$ cat src/rtl/if_pc_unit.sv
// if_pc_unit: fetch PC generator with in-flight address tracking, response buffer and redirect handling
module if_pc_unit #(
   parameter logic [31:0] RESET_PC = 32'h0000_0000,
   parameter int          DEPTH    = 2
) (
   input  logic        clk,
   input  logic        rst,
   input  logic        flush_i,
   input  logic [31:0] new_pc_i,
   input  logic        branch_flag_i,
   input  logic [31:0] branch_target_i,
   input  logic        stall_i,
   output logic        inst_req_o,
   output logic [31:0] inst_addr_o,
   input  logic        inst_gnt_i,
   input  logic        inst_rvalid_i,
   input  logic [31:0] inst_rdata_i,
   output logic        inst_valid_o,
   output logic [31:0] pc_o,
   output logic [31:0] inst_o
);
   localparam int PW = DEPTH > 1 ? $clog2(DEPTH) : 1;
   localparam int CW = $clog2(2 * DEPTH + 2);
   localparam logic [PW-1:0] LAST = PW'(DEPTH - 1);
   localparam logic [CW-1:0] DEP = CW'(DEPTH);
   localparam logic [CW-1:0] CAP = CW'(2 * DEPTH);

   logic [31:0]   fetch_pc;
   logic [31:0]   if_q [DEPTH];
   logic [PW-1:0] if_wp, if_rp;
   logic [CW-1:0] if_cnt;
   logic [31:0]   buf_pc [DEPTH];
   logic [31:0]   buf_inst [DEPTH];
   logic [PW-1:0] buf_wp, buf_rp;
   logic [CW-1:0] buf_cnt;
   logic [CW-1:0] discard_cnt;
   logic          redirect, fire, take, drop, pop;
   logic [31:0]   target;

   function automatic logic [PW-1:0] nxt(input logic [PW-1:0] p);
      return p == LAST ? '0 : p + PW'(1);
   endfunction

   // request gating, response classification and buffer-head presentation
   always_comb begin
      redirect     = flush_i | branch_flag_i;
      target       = flush_i ? new_pc_i : branch_target_i;
      inst_req_o   = !rst && !redirect && (if_cnt + buf_cnt < DEP) && (if_cnt + discard_cnt < CAP);
      inst_addr_o  = fetch_pc;
      fire         = inst_req_o && inst_gnt_i;
      take         = inst_rvalid_i && discard_cnt == '0 && if_cnt != '0;
      drop         = inst_rvalid_i && discard_cnt != '0;
      inst_valid_o = !rst && buf_cnt != '0;
      pop          = inst_valid_o && !stall_i;
      pc_o         = inst_valid_o ? buf_pc[buf_rp] : '0;
      inst_o       = inst_valid_o ? buf_inst[buf_rp] : '0;
   end

   // fetch PC, queue pointers/counts and stale-response discard counter
   always_ff @(posedge clk) begin
      if (rst) begin
         fetch_pc    <= RESET_PC;
         if_wp       <= '0;
         if_rp       <= '0;
         if_cnt      <= '0;
         buf_wp      <= '0;
         buf_rp      <= '0;
         buf_cnt     <= '0;
         discard_cnt <= '0;
      end else if (redirect) begin
         fetch_pc    <= {target[31:2], 2'b00};
         if_wp       <= '0;
         if_rp       <= '0;
         if_cnt      <= '0;
         buf_wp      <= '0;
         buf_rp      <= '0;
         buf_cnt     <= '0;
         discard_cnt <= if_cnt + CW'(fire) - CW'(take) + discard_cnt - CW'(drop);
      end else begin
         if (fire) begin
            fetch_pc <= fetch_pc + 32'd4;
            if_wp    <= nxt(if_wp);
         end
         if (take) begin
            if_rp  <= nxt(if_rp);
            buf_wp <= nxt(buf_wp);
         end
         if (pop) buf_rp <= nxt(buf_rp);
         if (drop) discard_cnt <= discard_cnt - CW'(1);
         if_cnt  <= if_cnt + CW'(fire) - CW'(take);
         buf_cnt <= buf_cnt + CW'(take) - CW'(pop);
      end
   end

   // queue payload storage; validity is tracked solely by the counters above
   always_ff @(posedge clk) begin
      if (fire) if_q[if_wp] <= fetch_pc;
      if (take) begin
         buf_pc[buf_wp]   <= if_q[if_rp];
         buf_inst[buf_wp] <= inst_rdata_i;
      end
   end
endmodule

$ cat config.mk
export PLATFORM = sky130hd
export DESIGN_NAME = if_pc_unit
export DESIGN_NICKNAME = d
export VERILOG_FILES = /design/src/rtl/if_pc_unit.sv
export SDC_FILE = /design/constraint.sdc
export NUM_CORES = 1
export LEC_CHECK = 0
export ABC_AREA = 1
export BUFFER_PORTS_ARGS = -buffer_cell sky130_fd_sc_hd__buf_2
export CELL_PAD_IN_SITES_DETAIL_PLACEMENT = 2
export CELL_PAD_IN_SITES_GLOBAL_PLACEMENT = 2
export CORE_ASPECT_RATIO = 1.5
export CORE_MARGIN = 1.5
export CORE_UTILIZATION = 34
export DETAILED_ROUTE_END_ITERATION = 7
export PLACE_DENSITY_LB_ADDON = 0.1
export SYNTH_ARGS = -nofsm -noshare
export SYNTH_HDL_FRONTEND = slang
export SYNTH_SLANG_ARGS = --single-unit
export TNS_END_PERCENT = 30
$ cat constraint.sdc
create_clock -name clk -period 5.5 [get_ports clk]
set_input_delay 1.1 -clock clk [delete_from_list [all_inputs] [get_ports clk]]
set_output_delay 1.1 -clock clk [all_outputs]
set_load 0.02 [all_outputs]
==> impl_metrics.json, run 1 <==
{
  "status": "finished clean",
  "rows": 78,
  "crit_required_ps": 5930,
  "cap_violations": 0,
  "die_w_um": 147,
  "yosys.area.top_type_share": 0.523,
  "path_max_fanout": 12,
  "hold_ws_ps": 502,
  "reg2reg_from": "buf_cnt[1]",
  "area_delta_synth_final_pct": 20.3,
  "initial_core_util": 0.347,
  "num_vias": 8300,
  "yosysWarnings": 0,
  "cp_cell_sequence": "buf_2 > nor2_8 > nand2_2 > clkinv_2 > nand2_2 > nor2_2 > nand3_2 > ha_1 > inv_1 > ha_1 > inv_1 > fa_1 > ha_1 > inv_1 > fa_1 > xor2_1 > nand2_1 > nand3_1 > nand2_1 > nand2_1 > nand2_1 > a21oi_1",
  "power.leakage_nw": 5.08,
  "clkTransAtPathRegs_ps": 70,
  "critical_path_arrival_ps": 4440,
  "antenna_found_initial": 0,
  "layout_common_cells": "nand2_1, buf_2, edfxtp_1",
  "grt_usage": 0.200,
  "root_buffer": "clkbuf_16",
  "yosys-top-cells-area": "edfxtp_1, nand2_1, dfxtp_1",
  "ant_nets": 0,
  "syn_inst": 1099,
  "layout_commonest_cell": "nand2_1",
  "synth_area_leader_cell": "edfxtp_1",
  "syn_area_mm2": 0.0106,
  "rsz0062_at_grt": "no",
  "drc": 0,
  "skew_ps": 19.1,
  "setup_viol": 0,
  "syn_avg_cell_area_um2": 9.60,
  "fin_crit_ps": 4010,
  "worstSetupStartpointType": "input port",
  "port_buffers": 192,
  "async_reset_ff_frac": 0,
  "synth.distinct_cells": 33,
  "cts_tree": "done",
  "drtIter0Drc": 258,
  "num-nets-final": 1400,
  "post-route-util": 0.417,
  "diodes": 0,
  "drv_slew": 0,
  "relSlewSlack": 0.429,
  "critPathKind": "input port to register",
  "die_area_mm2": 0.0321,
  "drive_gt1_frac": 0.233,
  "critPathMostFrequentCell": "nand2_1",
  "cts.sinks": 229,
  "overflow": 0,
  "cts_buffer_depth": 3,
  "cts_hold_buf": 0,
  "cts-resized-gates": 0,
  "cts_made_buffers": 24,
  "vias_per_cell": 4.88,
  "synth-seq-area-share": 0.609,
  "peakVddDrop_uv": 183,
  "period_share": 0.729,
  "finalSetupTns_ps": 0,
  "critPathSlowestCell": "fa_1",
  "grt_pass1_vias": 8979,
  "final-hold-violation-count": 0,
  "core_area_mm2": 0.0304,
  "worstSkewPairLatency_ps": 530,
  "end_kind": "register",
  "tightest_slew_ps": 856,
  "grt_max_degree": 66,
  "final_area_mm2": 0.0127,
  "max_stage_delay_ps": 480,
  "grt_pass1_wl_um": 50100,
  "boundaryPins": 201,
  "hold_path.class": "register to register",
  "detail_route.wl_per_cell_um": 18.6,
  "fmax_ghz": 0.249,
  "die_h_um": 219,
  "synth-seq-cells": 229,
  "synth_flop_cell": "edfxtp_1",
  "routabilityCongestion": 0.764,
  "dp_hpwl_um": 22300,
  "dr.pass1.iters": 4,
  "drt-total-wl_um": 31600,
  "placed_area_mm2": 0.0119,
  "crit_start": "branch_flag_i",
  "dp.cells": 1656,
  "num-fill-cells": 3405,
  "synth_enable_flop_cells": 184,
  "cts_setup_buffers": 0,
  "h-tree-depth": 1,
  "hold_start": "if_rp",
  "fin_cells": 1700,
  "powerDensity_mw_per_mm2": 315
}
## logic make-up after synthesis
kind of cell,share of synthesized area
simple gates,0.217
flops,0.609
compound gates,0.0651
buf+inv,0.0491
mux,0.0320
fa+ha+maj,0.0206
xor+xnor,0.00747
other cells,0.000355
## registers in the layout, summed over array words and instances, names as in the netlist, named ones only
signal and cells:
buf_cnt 3, buf_inst 64, if_cnt 3, buf_wp 1, if_rp 1, buf_pc 60, if_wp 1, inst_addr_o 30
discard_cnt 3, buf_rp 1, if_q 60
## per-layer routing
layer  vias to the layer above  share of wire  track usage
met4                         0          0.024       0.0609
met3                        34          0.041       0.0260
met1                      4058           0.41        0.237
met2                       192           0.52        0.373
li1                       4016              -            -
met5                         -              0            0
## report_power, final
part / internal (mW) / switching, mW
logic: 0.157 / 0.259
clock network: 0.929 / 0.689
registers: 1.91 / 0.0606
## Yosys cell counts (5+ instances only)
cell type / n
nand2_1: 311
edfxtp_1: 184
nor2_1: 165
a21oi_1: 95
inv_1: 66
nand3_1: 50
dfxtp_1: 45
o21ai_0: 34
mux2_2: 30
clkbuf_1: 29
nand3_2: 12
ha_1: 11
buf_1: 10
buf_2: 5
buf_4: 5
nor3_1: 5
xor2_1: 5
## per-stage QoR
step	power (mW)	setup slack [ps]
4_1_cts	4.06	1440
3_5_place_dp	2.43	910
6_report	4.01	1490
3_3_place_gp	2.41	983
5_1_grt	4.18	1190
2_1_floorplan	2.27	883
## area by class of cell
type | count | area (um^2) | share of cell area
clock inverters | 13 | 124 | 0.00976
inverters | 70 | 264 | 0.0208
multi-input cells | 750 | 3660 | 0.288
repair buffers | 207 | 1070 | 0.0846
flip-flops and latches | 229 | 6430 | 0.506
clock buffers | 31 | 648 | 0.0510
well taps | 400 | 500 | 0.0394
## final timing paths
kind / cells past startpoint / endpoint / slack, ps
worst max-delay path: 22 / discard_cnt[2] / 1490
worst min-delay path: 2 / register / 500
worst max register to register: 20 / discard_cnt[2] / 1530
worst min register to register: 2 / register / 500
## worst max-delay path, delay by kind of cell
family	cells	cell delay [ps]
xor gates and xnor gates	1	180
AOI/OAI and AO/OA	1	60
and+or+nand+nor	10	960
buffers and inverters	5	460
adders and majority gates	5	1670
Power figures use the tool's default switching activity.
==> run 2, diff against run 1 <==
--- a/config.mk
+++ b/config.mk
@@ -11,7 +11,7 @@
 export CELL_PAD_IN_SITES_GLOBAL_PLACEMENT = 2
 export CORE_ASPECT_RATIO = 1.5
 export CORE_MARGIN = 1.5
-export CORE_UTILIZATION = 34
+export CORE_UTILIZATION = 31
 export DETAILED_ROUTE_END_ITERATION = 7
 export PLACE_DENSITY_LB_ADDON = 0.1
 export SYNTH_ARGS = -nofsm -noshare
==> constraint.sdc (replaced) <==
create_clock -name clk -period 3.3 [get_ports clk]
set_input_delay 0.66 -clock clk [delete_from_list [all_inputs] [get_ports clk]]
set_output_delay 0.66 -clock clk [all_outputs]
set_load 0.02 [all_outputs]
==> run 2 against run 1 <==
  * The run now ends with setup timing left
  * Routed wire length grew 6.4%
  * Count of clock-buffer cells in the layout shrank 6
  * Combinational power grew 93%
  * Hold slack lost 180 ps
  * Critical path type is now register to register
  * Largest cell class unchanged
==> impl_metrics.json, run 2 (synthesized netlist as in run 1, its figures left out) <==
{
  "num-fill-cells": 3706,
  "cts_hold_buf": 0,
  "multi_input_area_mm2": 0.00373,
  "dp_hpwl_um": 23600,
  "hold_path.class": "input port to register",
  "vias_per_cell": 4.85,
  "pre_cts_slack_ps": -607,
  "cap_violations": 0,
  "die_area_mm2": 0.0352,
  "regArea_mm2": 0.00643,
  "post-route-util": 0.399,
  "layout_commonest_cell": "nand2_1",
  "num_vias": 8545,
  "cts_made_buffers": 24,
  "crit_required_ps": 3770,
  "largest_reg_flops": 64,
  "port_buffers": 192,
  "power.leakage_nw": 5.37,
  "dr.pass1.iters": 4,
  "drive_gt1_frac": 0.276,
  "drv_slew": 0,
  "ant_nets": 0,
  "boundaryPins": 201,
  "grt_usage": 0.194,
  "violations": "setup timing",
  "drt-total-wl_um": 33600,
  "antenna_found_initial": 0,
  "critPathKind": "register to register",
  "die_h_um": 229,
  "overflow": 0,
  "rows": 82,
  "critical_path_arrival_ps": 4070,
  "final_area_mm2": 0.0133,
  "cts_buffer_depth": 3,
  "detail_route.wl_per_cell_um": 19.1,
  "clkTransAtPathRegs_ps": 70,
  "cts.sinks": 229,
  "root_buffer": "clkbuf_16",
  "core_area_mm2": 0.0334,
  "top_register": "buf_inst",
  "area_delta_synth_final_pct": 26.5,
  "h-tree-depth": 1,
  "critPathSlowestCell": "fa_1",
  "drc": 0,
  "path_max_fanout": 2,
  "layout_common_cells": "nand2_1, buf_2, edfxtp_1",
  "worstSkewPairLatency_ps": 530,
  "initial_core_util": 0.316,
  "skew_ps": 11.7,
  "placed_area_mm2": 0.0123,
  "relSlewSlack": 0.442,
  "fin_cells": 1761,
  "fmax_ghz": 0.278,
  "num-nets-final": 1441,
  "routabilityCongestion": 0.799,
  "period_share": 1.09,
  "cpLargestDelayFamily": "adder cells",
  "setup_viol": 2,
  "diodes": 0,
  "cp_cell_sequence": "inv_2 > fa_2 > nand3_2 > nand2_1 > nor2_4 > nand3_2 > ha_4 > inv_4 > ha_4 > inv_2 > fa_1 > ha_1 > inv_1 > fa_2 > xor2_1 > nand2_1 > nand2_1 > nand2_1 > nand2_1 > nand2_1 > nand2_1 > a21oi_1",
  "peakVddDrop_uv": 419,
  "status": "finished with violations",
  "fin_crit_ps": 3600,
  "worstSetupStartpointType": "register",
  "die_w_um": 154,
  "grt_max_degree": 63,
  "powerDensity_mw_per_mm2": 538,
  "crit_buf_inv": 4,
  "fin_ws_ps": -302,
  "reg_top3": "buf_inst (64), buf_pc (60), if_q (60)",
  "tightest_slew_ps": 837,
  "dp.cells": 1710,
  "rsz0062_at_grt": "yes",
  "finalSetupTns_ps": -336,
  "max_stage_delay_ps": 450,
  "critPathMostFrequentCell": "nand2_1",
  "grt_pass1_vias": 9561,
  "final-hold-violation-count": 0,
  "cts_tree": "done",
  "end_kind": "register",
  "grt_pass1_wl_um": 53300,
  "drtIter0Drc": 281
}
## run 2: final timing paths
kind	from	end	slack [ps]	depth (start not counted)
hold reg to reg	if_rp	if_rp	490	2
setup reg to reg	buf_cnt[1]	discard_cnt[2]	-300	22
hold / removal	inst_rdata_i[22]	buf_inst[0][22]	320	1
setup / recovery	buf_cnt[1]	discard_cnt[2]	-300	22
## run 2: layer usage
metal | routed length (um) | share of wire | track usage | up-vias
li1 | - | - | - | 4095
met1 | 13300 | 0.40 | 0.220 | 4228
met2 | 18300 | 0.54 | 0.377 | 186
met3 | 1150 | 0.034 | 0.0225 | 36
met4 | 845 | 0.025 | 0.0564 | 0
met5 | 0 | 0 | 0 | -
## run 2: cell type report
| type | count | share of cell area |
|---|---|---|
| Sequential cell | 229 | 0.482 |
| Tap cell | 420 | 0.0394 |
| Clock buffer | 25 | 0.0469 |
| Multi-Input combinational cell | 750 | 0.279 |
| Timing Repair Buffer | 248 | 0.111 |
| Clock inverter | 19 | 0.0213 |
| Inverter | 70 | 0.0200 |
## run 2: where the power goes
part	switching, mW	internal (mW)	total, mW
sequential	0.0955	3.18	3.28
combinational	0.472	0.331	0.803
clock	1.22	1.88	3.10
total	1.79	5.39	7.18
## run 2: through the flow
| step | hold WS (ps) | total power [mW] |
|---|---|---|
| 6_report | 322 | 7.18 |
| 5_1_grt | 309 | 7.48 |
| 4_1_cts | 292 | 7.28 |
| 3_5_place_dp | 487 | 4.13 |
| 3_3_place_gp | 469 | 4.09 |
| 2_1_floorplan | 459 | 3.78 |
## run 2: repair_timing
item / CTS / global route
pin swaps: 17 / 2
hold endpoints to repair: 0 / 0
setup buffers: 6 / 1
setup endpoints to repair: 2 / 2
cloned: 0 / 0
resized for setup: 18 / 4
## run 2: worst reg2reg max path, delay by kind of cell (launching register included)
kind / cells / cell delay, ps
AOI/OAI and AO/OA: 1 / 130
xor gates and xnor gates: 1 / 150
adders and majority gates: 6 / 1970
buffers and inverters: 4 / 180
DFF: 1 / 340
and+or+nand+nor: 10 / 770
==> run 3, diff against run 2 <==
--- a/config.mk
+++ b/config.mk
@@ -13,7 +13,9 @@
 export CORE_MARGIN = 1.5
 export CORE_UTILIZATION = 31
 export DETAILED_ROUTE_END_ITERATION = 7
-export PLACE_DENSITY_LB_ADDON = 0.1
+export PLACE_DENSITY_LB_ADDON = 0.15
+export RECOVER_POWER = 100
+export SETUP_SLACK_MARGIN = 0.15
 export SYNTH_ARGS = -nofsm -noshare
 export SYNTH_HDL_FRONTEND = slang
 export SYNTH_SLANG_ARGS = --single-unit
==> run 3 against run 2 <==
  * The flow finishes with violations (capacitance limit, slew limit, setup timing)
  * Final cell count down 0.40%
  * Sequential share of layout area is 0.90 points higher
  * Worst setup slack gained 2.8 ps
  * Clock power is essentially flat
  * Power down 0.14%
  * Cell area is 1.8% lower
  * Utilization fell by 0.73 points
  * Combinational power fell by 1%
  * Count of clock-buffer cells in the layout increased by 1
  * Critical path depth down 1
  * Sequential cell count unchanged
  * Critical endpoint unchanged
  * Maximum frequency is essentially flat
==> impl_metrics.json, run 3 (synthesized netlist as in run 1, its figures left out) <==
{
  "status": "finished with violations",
  "violations": "capacitance limit, slew limit, setup timing",
  "die_area_mm2": 0.0352,
  "detail_route.wl_per_cell_um": 18.5,
  "vias_per_cell": 4.82,
  "power_frac_seq": 0.457,
  "grt_pass1_wl_um": 51300,
  "fin_crit_ps": 3600,
  "final-hold-violation-count": 0,
  "critPathKind": "register to register",
  "overflow": 0,
  "switching_share": 0.241,
  "critical_path_arrival_ps": 4060,
  "routabilityCongestion": 0.766,
  "drive_gt1_frac": 0.208,
  "finalSetupTns_ps": -299,
  "final_area_mm2": 0.0131,
  "placed_area_mm2": 0.0122,
  "fin_ws_ps": -299,
  "reg_top3": "buf_inst (64), buf_pc (60), if_q (60)",
  "hold_ws_ps": 323,
  "antenna_found_initial": 0,
  "area_delta_synth_final_pct": 24.1,
  "top_register": "buf_inst",
  "clockPowerShare": 0.432,
  "setup_viol": 1,
  "cts_hold_buf": 0,
  "grt_usage": 0.186,
  "drtIter0Drc": 312,
  "clkTransAtPathRegs_ps": 70,
  "fmax_ghz": 0.278,
  "layout_common_cells": "nand2_1, edfxtp_1, nor2_1",
  "num_vias": 8463,
  "skew_ps": 8.37,
  "drv_slew": 31,
  "cts_made_buffers": 24,
  "cap_violations": 1,
  "initial_core_util": 0.316,
  "port_buffers": 192,
  "grt_max_degree": 63,
  "num-fill-cells": 3782,
  "h-tree-depth": 1,
  "layout_commonest_cell": "nand2_1",
  "power_mw": 7.17,
  "cts.sinks": 229,
  "peakVddDrop_uv": 350,
  "drt-total-wl_um": 32400,
  "relSlewSlack": -0.139,
  "dr.pass1.iters": 4,
  "post-route-util": 0.392,
  "die_h_um": 229,
  "end_kind": "register",
  "num-nets-final": 1434,
  "ant_nets": 0,
  "cts_buffer_depth": 3,
  "worstSetupStartpointType": "register",
  "worstSkewPairLatency_ps": 520,
  "tightest_slew_ps": 1710,
  "drc": 0,
  "boundaryPins": 201,
  "hold_path.class": "input port to register",
  "crit_required_ps": 3760,
  "powerDensity_mw_per_mm2": 547,
  "dp.cells": 1707,
  "rows": 82,
  "comb_power_share": 0.111,
  "root_buffer": "clkbuf_16",
  "dp_hpwl_um": 23300,
  "rsz0062_at_grt": "yes",
  "period_share": 1.09,
  "switching_power_mw": 1.73,
  "largest_reg_flops": 64,
  "cts_tree": "done",
  "grt_pass1_vias": 9457,
  "fin_cells": 1754,
  "power.leakage_nw": 5.14,
  "path_max_fanout": 2,
  "p_int_mw": 5.44,
  "core_area_mm2": 0.0334,
  "diodes": 0,
  "pre_cts_slack_ps": -596,
  "die_w_um": 154
}
-- run 3: changes by cell type in the layout (fill, tap and decap cells not counted), sizes merged --
cell	change
buf	-62
clkbuf	+56
bufinv	+1
clkinvlp	-1
inv	-1
-- run 3: per-layer routing --
layer	GRT usage	vias to the layer above	routed length [um]
met3	0.0237	37	1180
met1	0.213	4167	13300
met4	0.0495	0	615
li1	-	4083	-
met2	0.357	176	17300
met5	0	-	0
-- run 3: what timing repair did --
| item | in CTS | in global routing |
|---|---|---|
| resized for setup | 13 | 8 |
| endpoints found under the setup margin | 2 | 2 |
| setup buffers | 0 | 3 |
| pin swaps | 18 | 14 |
-- run 3: path summary, 6_finish.rpt --
| check | to | startpoint | slack (ps) | cells after the start |
|---|---|---|---|---|
| min reg2reg | if_rp | if_rp | 490 | 2 |
| max reg2reg | discard_cnt[2] | buf_cnt[1] | -300 | 21 |
| min | buf_inst[0][14] | inst_rdata_i[14] | 320 | 1 |
| max | discard_cnt[2] | buf_cnt[1] | -300 | 21 |
-- run 3: power groups by stage --
| stage | Clock (mW) | Combinational [mW] | Sequential (mW) |
|---|---|---|---|
| finish | 3.10 | 0.794 | 3.28 |
| global route | 3.27 | 0.916 | 3.29 |
| CTS | 3.19 | 0.805 | 3.28 |
| detailed placement | 0 | 0.790 | 3.34 |
| global placement | 0 | 0.754 | 3.34 |
| floorplan | 0 | 0.432 | 3.34 |
-- run 3: final cells by class --
type,instances,area (um^2),share of cell area
flip-flops and latches,229,6430,0.491
clock inverters,18,279,0.0213
repair buffers,241,1240,0.0950
multi-input cells,750,3730,0.285
well taps,420,526,0.0401
inverters,70,264,0.0201
clock buffers,26,629,0.0480
-- run 3: worst max-delay path, cell delays in order, from the launching register on --
cell and delay, ps:
dfxtp_2 340, inv_2 40, fa_2 590, nand2_2 50, nor2_2 120, nand3_2 120, ha_4 280, inv_2 40
ha_4 140, inv_2 50, fa_2 460, ha_4 290, inv_2 30, fa_2 380, xor2_1 150, nand2_1 90
nand2_1 60, nand2_1 60, nand2_1 50, nand2_1 50, nand2_1 50, a21oi_1 110
